$ cat config.mk
export PLATFORM = sky130hd
export DESIGN_NAME = cache_fill_fsm
export DESIGN_NICKNAME = d
export VERILOG_FILES = /design/src/rtl/cache_fill_pkg.sv /design/src/rtl/fill_counter.sv /design/src/rtl/cache_fill_fsm.sv
export SDC_FILE = /design/constraint.sdc
export NUM_CORES = 1
export LEC_CHECK = 0
export CAP_MARGIN = 20
export CORE_ASPECT_RATIO = 2
export CORE_MARGIN = 4
export CORE_UTILIZATION = 39
export DETAILED_ROUTE_END_ITERATION = 8
export PLACE_DENSITY = 0.81
export SYNTH_ARGS = -nofsm -noshare
export SYNTH_HDL_FRONTEND = slang
export SYNTH_SLANG_ARGS = --single-unit
$ cat constraint.sdc
create_clock -name clk -period 1.8 [get_ports clk]
set_clock_uncertainty 0.05 [all_clocks]
set_input_delay 0.18 -clock clk [delete_from_list [all_inputs] [get_ports clk]]
set_output_delay 0.18 -clock clk [all_outputs]
set_load 0.005 [all_outputs]
$ cat src/rtl/cache_fill_pkg.sv
// Shared types and geometry for the instruction-cache line fill engine.
// A line is 8 words of 16 bits; word offsets are 3 bits wide.
package cache_fill_pkg;

    localparam int ADDR_W      = 16;
    localparam int DATA_W      = 16;
    localparam int BLOCK_WORDS = 8;
    localparam int OFFSET_W    = 3;
    localparam int CNT_W       = 4;

    typedef enum logic [1:0] {
        IDLE = 2'd0,
        FILL = 2'd1,
        TAG  = 2'd2
    } fill_state_e;

    // Byte address -> address of the first byte of its 16-byte line.
    function automatic logic [ADDR_W-1:0] block_base(input logic [ADDR_W-1:0] addr);
        return {addr[ADDR_W-1:4], 4'b0000};
    endfunction

endpackage

$ cat src/rtl/fill_counter.sv
// Word counter for one direction of a line fill (requests issued or data received).
// Saturates at BLOCK_WORDS and raises done there.
module fill_counter
    import cache_fill_pkg::*;
(
    input  logic             clk,
    input  logic             rst,
    input  logic             clr,
    input  logic             inc,
    output logic [CNT_W-1:0] count,
    output logic             done
);

    logic [CNT_W-1:0] count_r;
    logic             done_s;

    assign done_s = (count_r == CNT_W'(BLOCK_WORDS));

    // Count register: clear wins over increment, never counts past a full line.
    always_ff @(posedge clk or posedge rst) begin
        if (rst) begin
            count_r <= {CNT_W{1'b0}};
        end else if (clr) begin
            count_r <= {CNT_W{1'b0}};
        end else if (inc && !done_s) begin
            count_r <= count_r + {{(CNT_W-1){1'b0}}, 1'b1};
        end else begin
            count_r <= count_r;
        end
    end

    assign count = count_r;
    assign done  = done_s;

endmodule

$ cat src/rtl/cache_fill_fsm.sv
// Line fill controller: on a miss, streams 8 word reads to memory, writes each
// returned word into the data array, then updates the tag array in one cycle.
module cache_fill_fsm
    import cache_fill_pkg::*;
(
    input  logic                clk,
    input  logic                rst,
    input  logic                miss_detected,
    input  logic [ADDR_W-1:0]   miss_address,
    input  logic [DATA_W-1:0]   mem_data,
    input  logic                mem_data_valid,
    output logic                mem_enable,
    output logic [ADDR_W-1:0]   mem_address,
    output logic                data_write,
    output logic                tag_write,
    output logic [OFFSET_W-1:0] offset_write_fsm,
    output logic [DATA_W-1:0]   fill_data,
    output logic [ADDR_W-1:0]   fill_address,
    output logic                stall
);

    fill_state_e       state_r;
    fill_state_e       state_next_s;
    logic [ADDR_W-1:0] base_r;
    logic [CNT_W-1:0]  issue_cnt_s;
    logic [CNT_W-1:0]  recv_cnt_s;
    logic              issue_done_s;
    logic              recv_done_s;
    logic              issue_inc_s;
    logic              recv_inc_s;
    logic              cnt_clr_s;

    fill_counter u_issue_cnt (
        .clk   (clk),
        .rst   (rst),
        .clr   (cnt_clr_s),
        .inc   (issue_inc_s),
        .count (issue_cnt_s),
        .done  (issue_done_s)
    );

    fill_counter u_recv_cnt (
        .clk   (clk),
        .rst   (rst),
        .clr   (cnt_clr_s),
        .inc   (recv_inc_s),
        .count (recv_cnt_s),
        .done  (recv_done_s)
    );

    // Counter control: both counters run only in FILL and sit at zero otherwise,
    // so any response arriving outside an active fill is dropped.
    always_comb begin
        issue_inc_s = 1'b0;
        recv_inc_s  = 1'b0;
        cnt_clr_s   = 1'b1;
        if (state_r == FILL) begin
            issue_inc_s = !issue_done_s;
            recv_inc_s  = mem_data_valid && !recv_done_s;
            cnt_clr_s   = 1'b0;
        end else begin
            cnt_clr_s   = 1'b1;
        end
    end

    // State register.
    always_ff @(posedge clk or posedge rst) begin
        if (rst) begin
            state_r <= IDLE;
        end else begin
            state_r <= state_next_s;
        end
    end

    // Line base is captured only when a fill starts and held until the next one.
    always_ff @(posedge clk or posedge rst) begin
        if (rst) begin
            base_r <= {ADDR_W{1'b0}};
        end else if ((state_r == IDLE) && miss_detected) begin
            base_r <= block_base(miss_address);
        end else begin
            base_r <= base_r;
        end
    end

    // Next-state logic.
    always_comb begin
        state_next_s = state_r;
        case (state_r)
            IDLE: begin
                if (miss_detected) begin
                    state_next_s = FILL;
                end else begin
                    state_next_s = IDLE;
                end
            end
            FILL: begin
                if (recv_inc_s && (recv_cnt_s == CNT_W'(BLOCK_WORDS - 1))) begin
                    state_next_s = TAG;
                end else begin
                    state_next_s = FILL;
                end
            end
            TAG:     state_next_s = IDLE;
            default: state_next_s = IDLE;
        endcase
    end

    // Output decode; everything except fill_address is held low while rst is high.
    always_comb begin
        mem_enable       = 1'b0;
        mem_address      = {ADDR_W{1'b0}};
        data_write       = 1'b0;
        tag_write        = 1'b0;
        offset_write_fsm = {OFFSET_W{1'b0}};
        fill_data        = {DATA_W{1'b0}};
        stall            = 1'b0;
        if (state_r == IDLE) begin
            fill_address = block_base(miss_address);
        end else begin
            fill_address = base_r;
        end
        if (rst) begin
            stall = 1'b0;
        end else begin
            case (state_r)
                IDLE: begin
                    stall = miss_detected;
                end
                FILL: begin
                    stall      = 1'b1;
                    mem_enable = issue_inc_s;
                    if (issue_inc_s) begin
                        mem_address = base_r + {11'd0, issue_cnt_s, 1'b0};
                    end else begin
                        mem_address = {ADDR_W{1'b0}};
                    end
                    data_write = recv_inc_s;
                    if (recv_inc_s) begin
                        offset_write_fsm = recv_cnt_s[OFFSET_W-1:0];
                        fill_data        = mem_data;
                    end else begin
                        offset_write_fsm = {OFFSET_W{1'b0}};
                        fill_data        = {DATA_W{1'b0}};
                    end
                end
                TAG: begin
                    stall     = 1'b1;
                    tag_write = 1'b1;
                end
                default: begin
                    stall = 1'b0;
                end
            endcase
        end
    end

endmodule

---- Word level (Yosys, flattened, before mapping) ----
Index checks and enable logic that the tools add are counted.
word-level totals
  register bits ........................... 22
  input bits .............................. 36
  output and inout bits ................... 55
  word-level logic and storage cells ...... 50
cells by class
  add/sub/neg operators ................... 3
  reduce and logical (&&, ||, !) cells .... 9
  muxes and demuxes ....................... 27
  eq/ne operators ......................... 7
operator list
  cell                                                                      number
  16-bit 2-to-1 mux                                                         7
  16-bit by 5-bit adder with 16-bit output                                  1
  4-bit 2-to-1 mux                                                          4
  1-bit 2-to-1 mux                                                          10
  3-bit 2-to-1 mux                                                          3
  4-bit by 1-bit adder with 4-bit output (second input constant)            2
  4-bit equality test (second input constant)                               2
  1-bit logical AND                                                         5
  4-bit by 3-bit equality test with 1-bit output (second input constant)    1
  2-bit by 1-bit inequality test with 1-bit output (second input constant)  2
  2-bit case mux with 2 select lines                                        1
  2-bit by 1-bit equality test with 1-bit output (second input constant)    1
  2-bit equality test (second input constant)                               1
  1-bit logical NOT                                                         2
  2-bit logical NOT                                                         1
  2-bit 2-to-1 mux                                                          1
  1-bit case mux with 2 select lines                                        1
  2-bit OR reduction                                                        1

---- Depth between registers and ports, before layout ----
Gate-level depths: netlist of run 1.
  depth in word-level cells ............... 7
  gate-level depth with buffers ........... 7
  gate-level depth less buffers ........... 5

---- Modules after synthesis ----
Synthesis of run 1 repeated with hierarchy kept, for this count alone.
unflattened totals
  cell total of the unflattened synthesis .. 192
  area total of the unflattened synthesis .. 1712.9 um^2
by module, submodules not included
  module          cells each  area each (um^2)  instances
  cache_fill_fsm  142         1239.9            1
  fill_counter    25          236.5             2

---- Worst setup path after synthesis of run 1 ----
Ideal clock, no wire load.
  path kind ............................... reg-to-output
  start ................................... reg state_r[1]
  end ..................................... out fill_data[10]
  arrival time ............................ 1.445 ns
  data required time ...................... 1.570 ns
  path buffers ............................ 2
  path slack .............................. 0.125 ns
  stages on the path, launching flop included .. 8
  cells stage by stage .................... dfrtp_1 inv_1 ha_1 nor2b_1 and3_1 buf_2 buf_2 and2_1
between the ends
  longest elaborated chain between the ends .. 5
RTL lines
  element                                           RTL line                                     source
  start, declared                                   cache_fill_fsm.sv:22                         fill_state_e state_r;
  start signal, assigned                            cache_fill_fsm.sv:71                         state_r <= state_next_s;
  2-bit by 1-bit equality test with 1-bit output *  cache_fill_fsm.sv:57, cache_fill_fsm.sv:126
  1-bit 2-to-1 mux                                  cache_fill_fsm.sv:57                         if (state_r == FILL) begin
  16-bit 2-to-1 mux                                 cache_fill_fsm.sv:139                        if (recv_inc_s) begin
  16-bit 2-to-1 mux *                               cache_fill_fsm.sv:126                        case (state_r)
  16-bit 2-to-1 mux *                               cache_fill_fsm.sv:123                        if (rst) begin
  end, declared                                     cache_fill_fsm.sv:17                         output logic [DATA_W-1:0] fill_data,
Every way passes the cells marked *; elsewhere a longest branch is shown, timed or not.

---- Final worst setup path of run 1 ----
  start ................................... reg u_issue_cnt.count_r[3], in the netlist u_issue_cnt.count[3]
  end ..................................... out mem_address[14]
between the ends
  longest elaborated chain between the ends .. 6
  elaborated cells on any way between the ends .. 7
  classes of those cells .................. add/sub: 1; eq/ne: 1; mux: 4; reduce/logical: 1
RTL lines
  element                                                                                           RTL line               source
  start, declared                                                                                   fill_counter.sv:14     logic [CNT_W-1:0] count_r;
  start signal, assigned                                                                            fill_counter.sv:22     count_r <= {CNT_W{1'b0}};
  start signal, assigned                                                                            fill_counter.sv:24     count_r <= {CNT_W{1'b0}};
  start signal, assigned                                                                            fill_counter.sv:26     count_r <= count_r + {{(CNT_W-1){1'b0}}, 1'b1};
  parallel branches: the longest is 3 deep, another holds 16-bit by 5-bit adder with 16-bit output  --
  16-bit 2-to-1 mux *                                                                               cache_fill_fsm.sv:133  if (issue_inc_s) begin
  16-bit 2-to-1 mux *                                                                               cache_fill_fsm.sv:126
  16-bit 2-to-1 mux *                                                                               cache_fill_fsm.sv:123
  end, declared                                                                                     cache_fill_fsm.sv:13   output logic [ADDR_W-1:0] mem_address,
Every way passes the cells marked *.

==> out/results.tsv, run 1 <==
metric	value	unit
vias in the first global route	2145	
Main synth FF type	dfrtp_1	
mean post-synth cell area	9.13	µm²
post-route clock period utilization	120	%
CTS tree	done	
die area	5380	µm²
static leakage	0.00163	µW
CP Cell Sequence	buf_6 -> ha_4 -> nand4_4 -> or4_1 -> a21oi_1 -> buf_2	
outcome	finished, violations left	
drt wl/cell	20.3	µm
Unique masters post-synth	31	
Buf/Inv on CP	2	
Critical Path Start Type	register	
EDFF count, synth	0	
Yosys reg bits	22	
Inserted Diodes	0	
share of the synthesized area in the top cell type	33.5	%
post-DR vias/cell	5.39	
CP peak stage delay	0.54	ns
initial antenna violation count	0	
Initial Util	40.2	%
Critical-path top delay cell	or4_1	
drt pass-1 iters	4	
largest area contributor in the netlist	dfrtp_1	
port bufs	81	
mapped cell area	1640	µm²
unrepaired setup endpoints after global routing	true	
Initial DRC Count	41	
num rows	33	
vias	2075	
ranking of synthesized cells by area	dfrtp_1, mux2_1, ha_1	
CP max FO	4	
I/O pin count	91	
H-tree depth	1	
Setup WS post-layout	-0.356	ns
worst skew pair latency	0.27	ns
Filler cells	200	
cell family with most CP delay	simple AND/OR/NAND/NOR gates	
Peak Freq	464	MHz
CTS Buffer Depth	2	
Max IR drop VDD	860	µV
Post-DRT Antenna Nets	0	
Final min period	2.16	ns
Layout Area Growth over Synthesis	110	%
Clock Tree Root	clkbuf_8	
share of cells above drive strength 1	56.2	%
GRT Residual Overflow	0	
largest net degree at the start of global routing	14	
failing checks	setup timing	
final core occ	84.3	%
first-pass GRT wire length	9690	µm
most frequent cells in the layout	buf_4, buf_6, clkdlybuf4s50_1	
CTS sink count	22	
final-report max-slew violation count	0	
Post-Route WL	7830	µm
Worst-path clk slew	0.08	ns
Hold Path Class	in -> async	
CTS buffer count	3	
DRC	0	
gpl congestion	0.805	
synth warn	0	
Synth Instances	180	
Setup violations, final	46	
commonest non-fill, non-tap cell in the layout	buf_4	
Final HPWL DP	4020	µm
Total GRT Usage	24.5	%
die width	53.9	µm
Seq/Total Area, Yosys	33.5	%
core area	4090	µm²
reported max-cap violation count	0	
CP Class	reg -> out	
WP data arrival	1.93	ns
Pwr Density	1340	nW/µm²
chip height	99.8	µm
Final #Nets	380	
final hold viol count	0	
async set-reset flop share out of synthesis	100	%
Req. time, crit path	1.57	ns
crit path capture type	output pin	
total power	4620	µW
==> repair_timing <==
action	4_1_cts	5_1_grt
buffers inserted	20	9
resized for setup	218	88
cloned	3	1
pin swaps	29	23
setup endpoints to repair	50	48
hold buffers	0	0
==> power breakdown <==
group          leakage [µW]  internal (µW)  switching, µW
Combinational       0.00133           1870           1400
Sequential         0.000269            718            263
Clock             0.0000288            196            168
Total               0.00163           2790           1830
==> path summary, 6_finish.rpt <==
check	start	to	slack, ns	depth (start not counted)
max in group asynchronous	rst	base_r[7]	0.82	4
min in group clk	u_recv_cnt.count[3]	state_r[1]	0.48	1
setup reg to reg	state_r[0]	base_r[8]	0.10	7
hold reg to reg	u_recv_cnt.count[3]	state_r[1]	0.48	1
hold / removal	rst	base_r[10]	0.45	3
setup / recovery	u_issue_cnt.count[3]	mem_address[14]	-0.36	6
==> flip-flops by register name, indices dropped and copies added, names as in the netlist <==
signal             count
u_issue_cnt.count      4
state_r                2
u_recv_cnt.count       4
base_r                12
==> per-stage QoR <==
stage / cell area [µm²] / setup WS (ns) / hold slack (ns) / setup TNS (ns) / instances
final: 3450 / -0.356 / 0.455 / -5.99 / 385
after global routing: 3450 / -0.411 / 0.486 / -9.32 / 385
after CTS: 3150 / -0.211 / 0.442 / -3.49 / 379
after detailed placement: 2870 / -0.364 / 0.451 / -11.32 / 353
after global placement: 2870 / -0.301 / 0.454 / -10.11 / 353
after floorplan: 1660 / 0.125 / 0.119 / 0 / 184
==> tightest hold or removal path, stage by stage <==
cell,delay (ns)
clkdlybuf4s50_1,0.50
buf_4,0.19
inv_1,0.35
==> routing by layer <==
layer  global-route usage [%]  wire [µm]  up-vias
met4                     14.0        389        0
met3                     3.57        516       32
met2                     46.9       4270      124
li1                         -          -      926
met1                     22.3       2650      993
met5                        0          0        -
==> logic make-up after synthesis <==
group | Yosys count | share of synthesized area [%]
fa+ha+maj | 10 | 7.62
mux | 23 | 15.7
flops | 22 | 33.5
buf+inv | 24 | 6.93
xor+xnor | 7 | 3.73
other cells | 1 | 0.228
simple gates | 68 | 24.1
compound gates | 25 | 8.23
==> Yosys cell counts (2+ instances only) <==
cell / count
dfrtp_1: 22
mux2_1: 22
and2_1: 19
a21oi_1: 12
inv_1: 11
nor2_1: 11
ha_1: 10
nand2_1: 8
o21ai_1: 8
nand3_1: 6
buf_4: 5
buf_2: 4
o31ai_1: 4
or4_1: 4
xor2_1: 4
and3_1: 3
nand3b_1: 3
nand4_1: 3
or3_1: 3
xnor2_1: 3
buf_1: 2
inv_2: 2
nand4_2: 2
nor2b_1: 2
==> final cells by class <==
type	count	area (µm²)	share of cell area (%)
Timing Repair Buffer	153	1400	40.6
Multi-Input combinational cell	141	1320	38.3
Sequential cell	22	551	16.0
Tap cell	52	65.1	1.89
Inverter	13	56.3	1.63
Clock buffer	4	55.1	1.60
(Power assumes the default switching activity.)
==> run 2: changes to the inputs <==
Settings changed: ABC_AREA set to 1, CELL_PAD_IN_SITES_DETAIL_PLACEMENT set to 1, CELL_PAD_IN_SITES_GLOBAL_PLACEMENT set to 2, CORE_UTILIZATION 39 to 20, PLACE_DENSITY 0.81 to not set, PLACE_DENSITY_LB_ADDON set to 0.1, RECOVER_POWER set to 25.
==> run 2 against run 1 <==
Effect of this change: the flow still finishes with violations (setup timing); flip-flop and latch count unchanged; fmax up 9.6%; critical path type unchanged; setup slack better by 0.19 ns; clock-buffer cell count unchanged; non-clock buffer count up 12; via count up 9.0%; utilization down 41 points; die area up 91%; final area up 4.2%; highest routed layer unchanged; hold slack better by 0.014 ns; total power up 13%.
==> out/results.tsv, run 2 <==
metric	value	unit
GRT Residual Overflow	0	
share of the synthesized area in the top cell type	31.9	%
Post-Route WL	7670	µm
num rows	47	
final-report max-slew violation count	0	
WP data arrival	1.74	ns
Initial DRC Count	76	
Unique masters post-synth	24	
reported max-cap violation count	0	
Largest register FFs	12	
commonest non-fill, non-tap cell in the layout	buf_4	
Final min period	1.97	ns
Main synth FF type	dfrtp_1	
gpl congestion	0.754	
initial antenna violation count	0	
Inserted Diodes	0	
Clock Tree Root	clkbuf_16	
CTS tree	done	
first-pass GRT wire length	12100	µm
CP max FO	4	
share of cells above drive strength 1	53.3	%
Critical Path Start Type	register	
placed insts	475	
Rel. slew slack	59.2	%
Critical-path top delay cell	dfrtp_1	
Yosys reg bits	22	
ranking of synthesized cells by area	dfrtp_1, nand2_1, nor2_1	
Req. time, crit path	1.57	ns
register with the most flip-flops	base_r	
static leakage	0.00177	µW
CP peak stage delay	0.36	ns
failing checks	setup timing	
die width	73.7	µm
drt wl/cell	14.8	µm
outcome	finished, violations left	
Buf/Inv on CP	8	
drt pass-1 iters	2	
die area	10300	µm²
Filler cells	1051	
Peak Freq	508	MHz
Final #Nets	467	
final hold viol count	0	
Hold Path Class	in -> reg	
vias	2262	
EDFF count, synth	0	
largest net degree at the start of global routing	23	
mean post-synth cell area	6.72	µm²
Final HPWL DP	5500	µm
I/O pin count	91	
Initial Util	20.7	%
Worst-path clk slew	0.06	ns
CTS sink count	22	
synth warn	0	
vias in the first global route	2518	
worst slew pin tran	0.613	ns
hold slack	0.469	ns
mapped cell area	1730	µm²
most frequent cells in the layout	buf_4, buf_2, nand2_1	
CTS buffer count	3	
largest area contributor in the netlist	dfrtp_1	
H-tree depth	1	
worst skew pair latency	0.26	ns
non-filler cells, final	518	
list of most frequent post-synthesis cells	nand2_1, nor2_1, o21ai_0, inv_1, dfrtp_1	
port bufs	81	
Setup WS post-layout	-0.168	ns
DRC	0	
crit path capture type	output pin	
CP Cell Sequence	inv_2 -> buf_4 -> buf_6 -> ha_4 -> buf_6 -> buf_6 -> nand2_4 -> inv_4 -> o21ai_2 -> inv_1 -> buf_2	
setup slack, reg-to-reg	0.09	ns
unrepaired setup endpoints after global routing	true	
chip height	139	µm
Setup violations, final	37	
async set-reset flop share out of synthesis	100	%
most frequent CP cell	buf_6	
Layout Area Growth over Synthesis	108	%
Total GRT Usage	15.2	%
core area	8350	µm²
CP Class	reg -> out	
cell family with most CP delay	buffers and inverters	
Post-DRT Antenna Nets	0	
post-DR vias/cell	4.37	
Seq/Total Area, Yosys	31.9	%
count leader, synth	nand2_1	
Synth Instances	257	
post-route clock period utilization	109	%
Max IR drop VDD	542	µV
Pwr Density	1450	nW/µm²
CTS Buffer Depth	2	
## run 2: cell types whose count changed in the layout (fill, tap and decap cells not counted), moves of 9 or more
| cell | before | now |
|---|---|---|
| nor2_1 | 6 | 30 |
| nand2_1 | 7 | 37 |
| o21ai_0 | 1 | 13 |
| inv_1 | 8 | 19 |
| buf_6 | 42 | 29 |
| and2_4 | 15 | 0 |
| buf_2 | 19 | 43 |
| nand2_2 | 0 | 23 |
| nor2_4 | 3 | 13 |
| nor2_2 | 2 | 11 |
| mux2_4 | 10 | 0 |
| mux2_1 | 12 | 0 |
## run 2: metrics by stage
| stage | setup WS (ns) | setup TNS [ns] | power [µW] | util (%) | cell area [µm²] |
|---|---|---|---|---|---|
| 2_1_floorplan | 0.367 | 0 | 2010 | - | 1740 |
| 3_3_place_gp | -0.209 | -5.20 | 3630 | 35.4 | 2960 |
| 3_5_place_dp | -0.251 | -6.27 | 3690 | 35.4 | 2960 |
| 4_1_cts | -0.188 | -3.22 | 4830 | 40.1 | 3350 |
| 5_1_grt | -0.255 | -7.26 | 5690 | 43.0 | 3590 |
| 6_report | -0.168 | -2.86 | 5210 | 43.0 | 3590 |
## run 2: worst paths after layout
path / endpoint / cells past startpoint / from
max: stall / 11 / state_r[1]
min: base_r[12] / 3 / miss_address[12]
max reg2reg: u_recv_cnt.count[1] / 11 / u_recv_cnt.count[0]
min reg2reg: state_r[1] / 2 / u_recv_cnt.count[2]
max in group asynchronous: state_r[0] / 5 / rst
min in group asynchronous: state_r[1] / 5 / rst
## run 2: metal layers
metal  routed length [µm]  GRT usage (%)
met1                 2330           13.8
met4                  140           6.11
met5                    0              0
met3                  430           1.81
met2                 4770           31.1
## run 2: cells by family (layout without fill, tap and decap cells)
kind of cell	count (synthesis)	after routing	synth area share, %
xor gates and xnor gates	4	4	2.03
buffers and inverters	45	204	12.2
other	1	5	0.217
and+or+nand+nor	138	138	35.7
DFF	22	22	31.9
adders and majority gates	10	10	7.24
AOI/OAI and AO/OA	37	37	10.8
## run 2: worst reg2reg max path, stage by stage, from the launching register on
cell and delay, ns:
dfrtp_1 0.40, inv_2 0.09, ha_4 0.14, nand3_4 0.09
nand3_4 0.19, clkinv_4 0.09, buf_6 0.13, buf_6 0.11
buf_4 0.12, buf_4 0.12, nand2_1 0.05, nand2_1 0.05
## run 2: report_power, final
part           internal [µW]  total, µW  switching [µW]
sequential               718        878             160
combinational           2010       3800            1780
clock                    340        540             199
total                   3070       5210            2140
## run 2: cell type report
type                            count  area, µm²  share of cell area (%)
Clock buffer                        4       88.8                    2.47
Timing Repair inverter              2       15.0                   0.418
Multi-Input combinational cell    194       1290                    35.8
Tap cell                           98        123                    3.41
Inverter                           33        146                    4.08
Timing Repair Buffer              165       1380                    38.5
Sequential cell                    22        552                    15.4
## run 2: timing repair
action | in CTS | in global routing
hold buffers | 0 | 0
resized for setup | 261 | 82
setup endpoints to repair | 50 | 51
gates cloned | 3 | 1
setup buffers | 31 | 10
pin swaps | 22 | 26
==> run 3: changes to the inputs <==
Clock period 1.8 ns to 2.2 ns, I/O delays scaled along.
==> run 3 against run 2 <==
Effect of this change: utilization fell by 6.6 points; first-iteration DRC count fell by 53%; the run now ends clean; flip-flop and latch count is the same; clock-buffer cell count did not move; highest routed layer unchanged; critical endpoint is now fill_address[6]; via count shrank 12%; largest power group unchanged.
==> out/results.tsv, run 3 (synthesized netlist as in run 2, its figures left out) <==
metric	value	unit
CTS Buffer Depth	2	
Final HPWL DP	5240	µm
Critical R2R Capture	u_recv_cnt.count[1]	
register with the most flip-flops	base_r	
Clock Tree Root	clkbuf_16	
post-route cell area	3040	µm²
post-DR vias/cell	4.32	
Initial DRC Count	36	
Req. time, crit path	1.93	ns
crit path capture type	output pin	
port bufs	81	
chip height	139	µm
final hold viol count	0	
grt met2 use	26.4	%
die width	73.7	µm
unrepaired setup endpoints after global routing	true	
DRC	0	
Layout Area Growth over Synthesis	75.8	%
CTS sink count	22	
Initial Util	20.7	%
Largest register FFs	12	
Post-Route WL	6370	µm
die area	10300	µm²
most frequent cells in the layout	nand2_1, nor2_1, clkdlybuf4s50_1	
Reg-to-Reg Start	u_recv_cnt.count[0]	
Hold Path Class	in -> reg	
commonest non-fill, non-tap cell in the layout	nand2_1	
CP Class	reg -> out	
initial antenna violation count	0	
WP data arrival	1.86	ns
Inserted Diodes	0	
Hold Path End	base_r[4]	
pre-CTS WS	0.0470	ns
GR Util met3	3.18	%
CP max FO	8	
drt wl/cell	13.8	µm
Critical Path Start Type	register	
CTS Hold Bufs	0	
setup slack, reg-to-reg	0.69	ns
CTS tree	done	
total power	3190	µW
first-pass GRT wire length	10700	µm
reported max-cap violation count	0	
CTS buffer count	3	
gpl congestion	0.738	
placed insts	441	
WHS Path Cells	3	
Post-DRT Antenna Nets	0	
Worst-path clk slew	0.06	ns
Setup violations, final	0	
Max IR drop VDD	370	µV
vias	1993	
core area	8350	µm²
Post-Place Cell Area	2700	µm²
Total GRT Usage	13.3	%
post-route clock period utilization	96.6	%
Pwr Density	1050	nW/µm²
worst r2r path cells	9	
largest net degree at the start of global routing	23	
met1 Track Usage GR	12.4	%
Setup WS post-layout	0.0744	ns
drt pass-1 iters	4	
num rows	47	
outcome	complete, no violations	
Final min period	2.13	ns
GRT Residual Overflow	0	
final-report max-slew violation count	0	
static leakage	0.00179	µW
share of cells above drive strength 1	17.4	%
Hold Path Origin	miss_address[4]	
Final #Nets	410	
H-tree depth	1	
non-filler cells, final	461	
GR peak layer	met2	
vias in the first global route	2165	
I/O pin count	91	
Peak Freq	470	MHz
worst skew pair latency	0.26	ns
[run 3: cell count changes in the layout (fill, tap and decap cells not counted), sizes merged, moves of 2 or more]
cell | before | now
buf | 125 | 28
clkbuf | 11 | 5
clkdlybuf4s50 | 30 | 46
dlygate4sd2 | 1 | 9
dlymetal6s2s | 0 | 26
inv | 34 | 32
[run 3: what timing repair did]
item	4_1_cts	5_1_grt
endpoints found under the setup margin	41	37
pin swaps	3	0
gates resized for setup	22	38
cloned	0	0
setup buffers	8	8
[run 3: cell type report]
class / count / area (µm²)
fill: 1083 / 5310
clock buffer: 4 / 88.8
inverter: 33 / 136
multi-input combinational: 194 / 1030
tap: 98 / 123
sequential: 22 / 553
timing repair buffer: 110 / 1110
[run 3: worst max-delay path, stage by stage, from the launching register on]
cell,delay [ns]
dfrtp_1,0.36
inv_2,0.06
buf_4,0.13
ha_4,0.18
buf_4,0.17
o21ai_0,0.17
clkdlybuf4s50_1,0.53
[run 3: metrics by stage]
step                utilization, %  setup TNS [ns]  hold slack (ns)
finish                        36.4               0            0.494
global route                  36.4               0            0.521
CTS                           34.5           -1.14            0.492
detailed placement            32.4               0            0.504
global placement              32.4               0            0.497
floorplan                        -               0            0.291
[run 3: report_power, final]
| part | leakage, µW | switching (µW) | internal, µW |
|---|---|---|---|
| Clock | 0.0000442 | 159 | 278 |
| Combinational | 0.00147 | 958 | 1040 |
| Sequential | 0.000271 | 166 | 588 |
[run 3: worst max path at each step]
| stage | endpoint | startpoint | slack [ns] | depth (start not counted) |
|---|---|---|---|---|
| after global placement | offset_write_fsm[2] | rst | 0.06 | 6 |
| final | fill_address[6] | state_r[1] | 0.07 | 6 |
| after global routing | fill_address[7] | state_r[1] | 0.0008 | 6 |
| after floorplan | fill_data[10] | u_recv_cnt.count[0] | 0.73 | 8 |
| after detailed placement | mem_address[13] | state_r[1] | 0.05 | 8 |
| after CTS | offset_write_fsm[2] | u_recv_cnt.count[0] | -0.09 | 8 |
[run 3: routing by layer]
layer	vias to the layer above	share of wire, %
met5	-	0
met4	0	1.3
met3	4	7.0
met2	66	60
met1	919	32
li1	1004	-
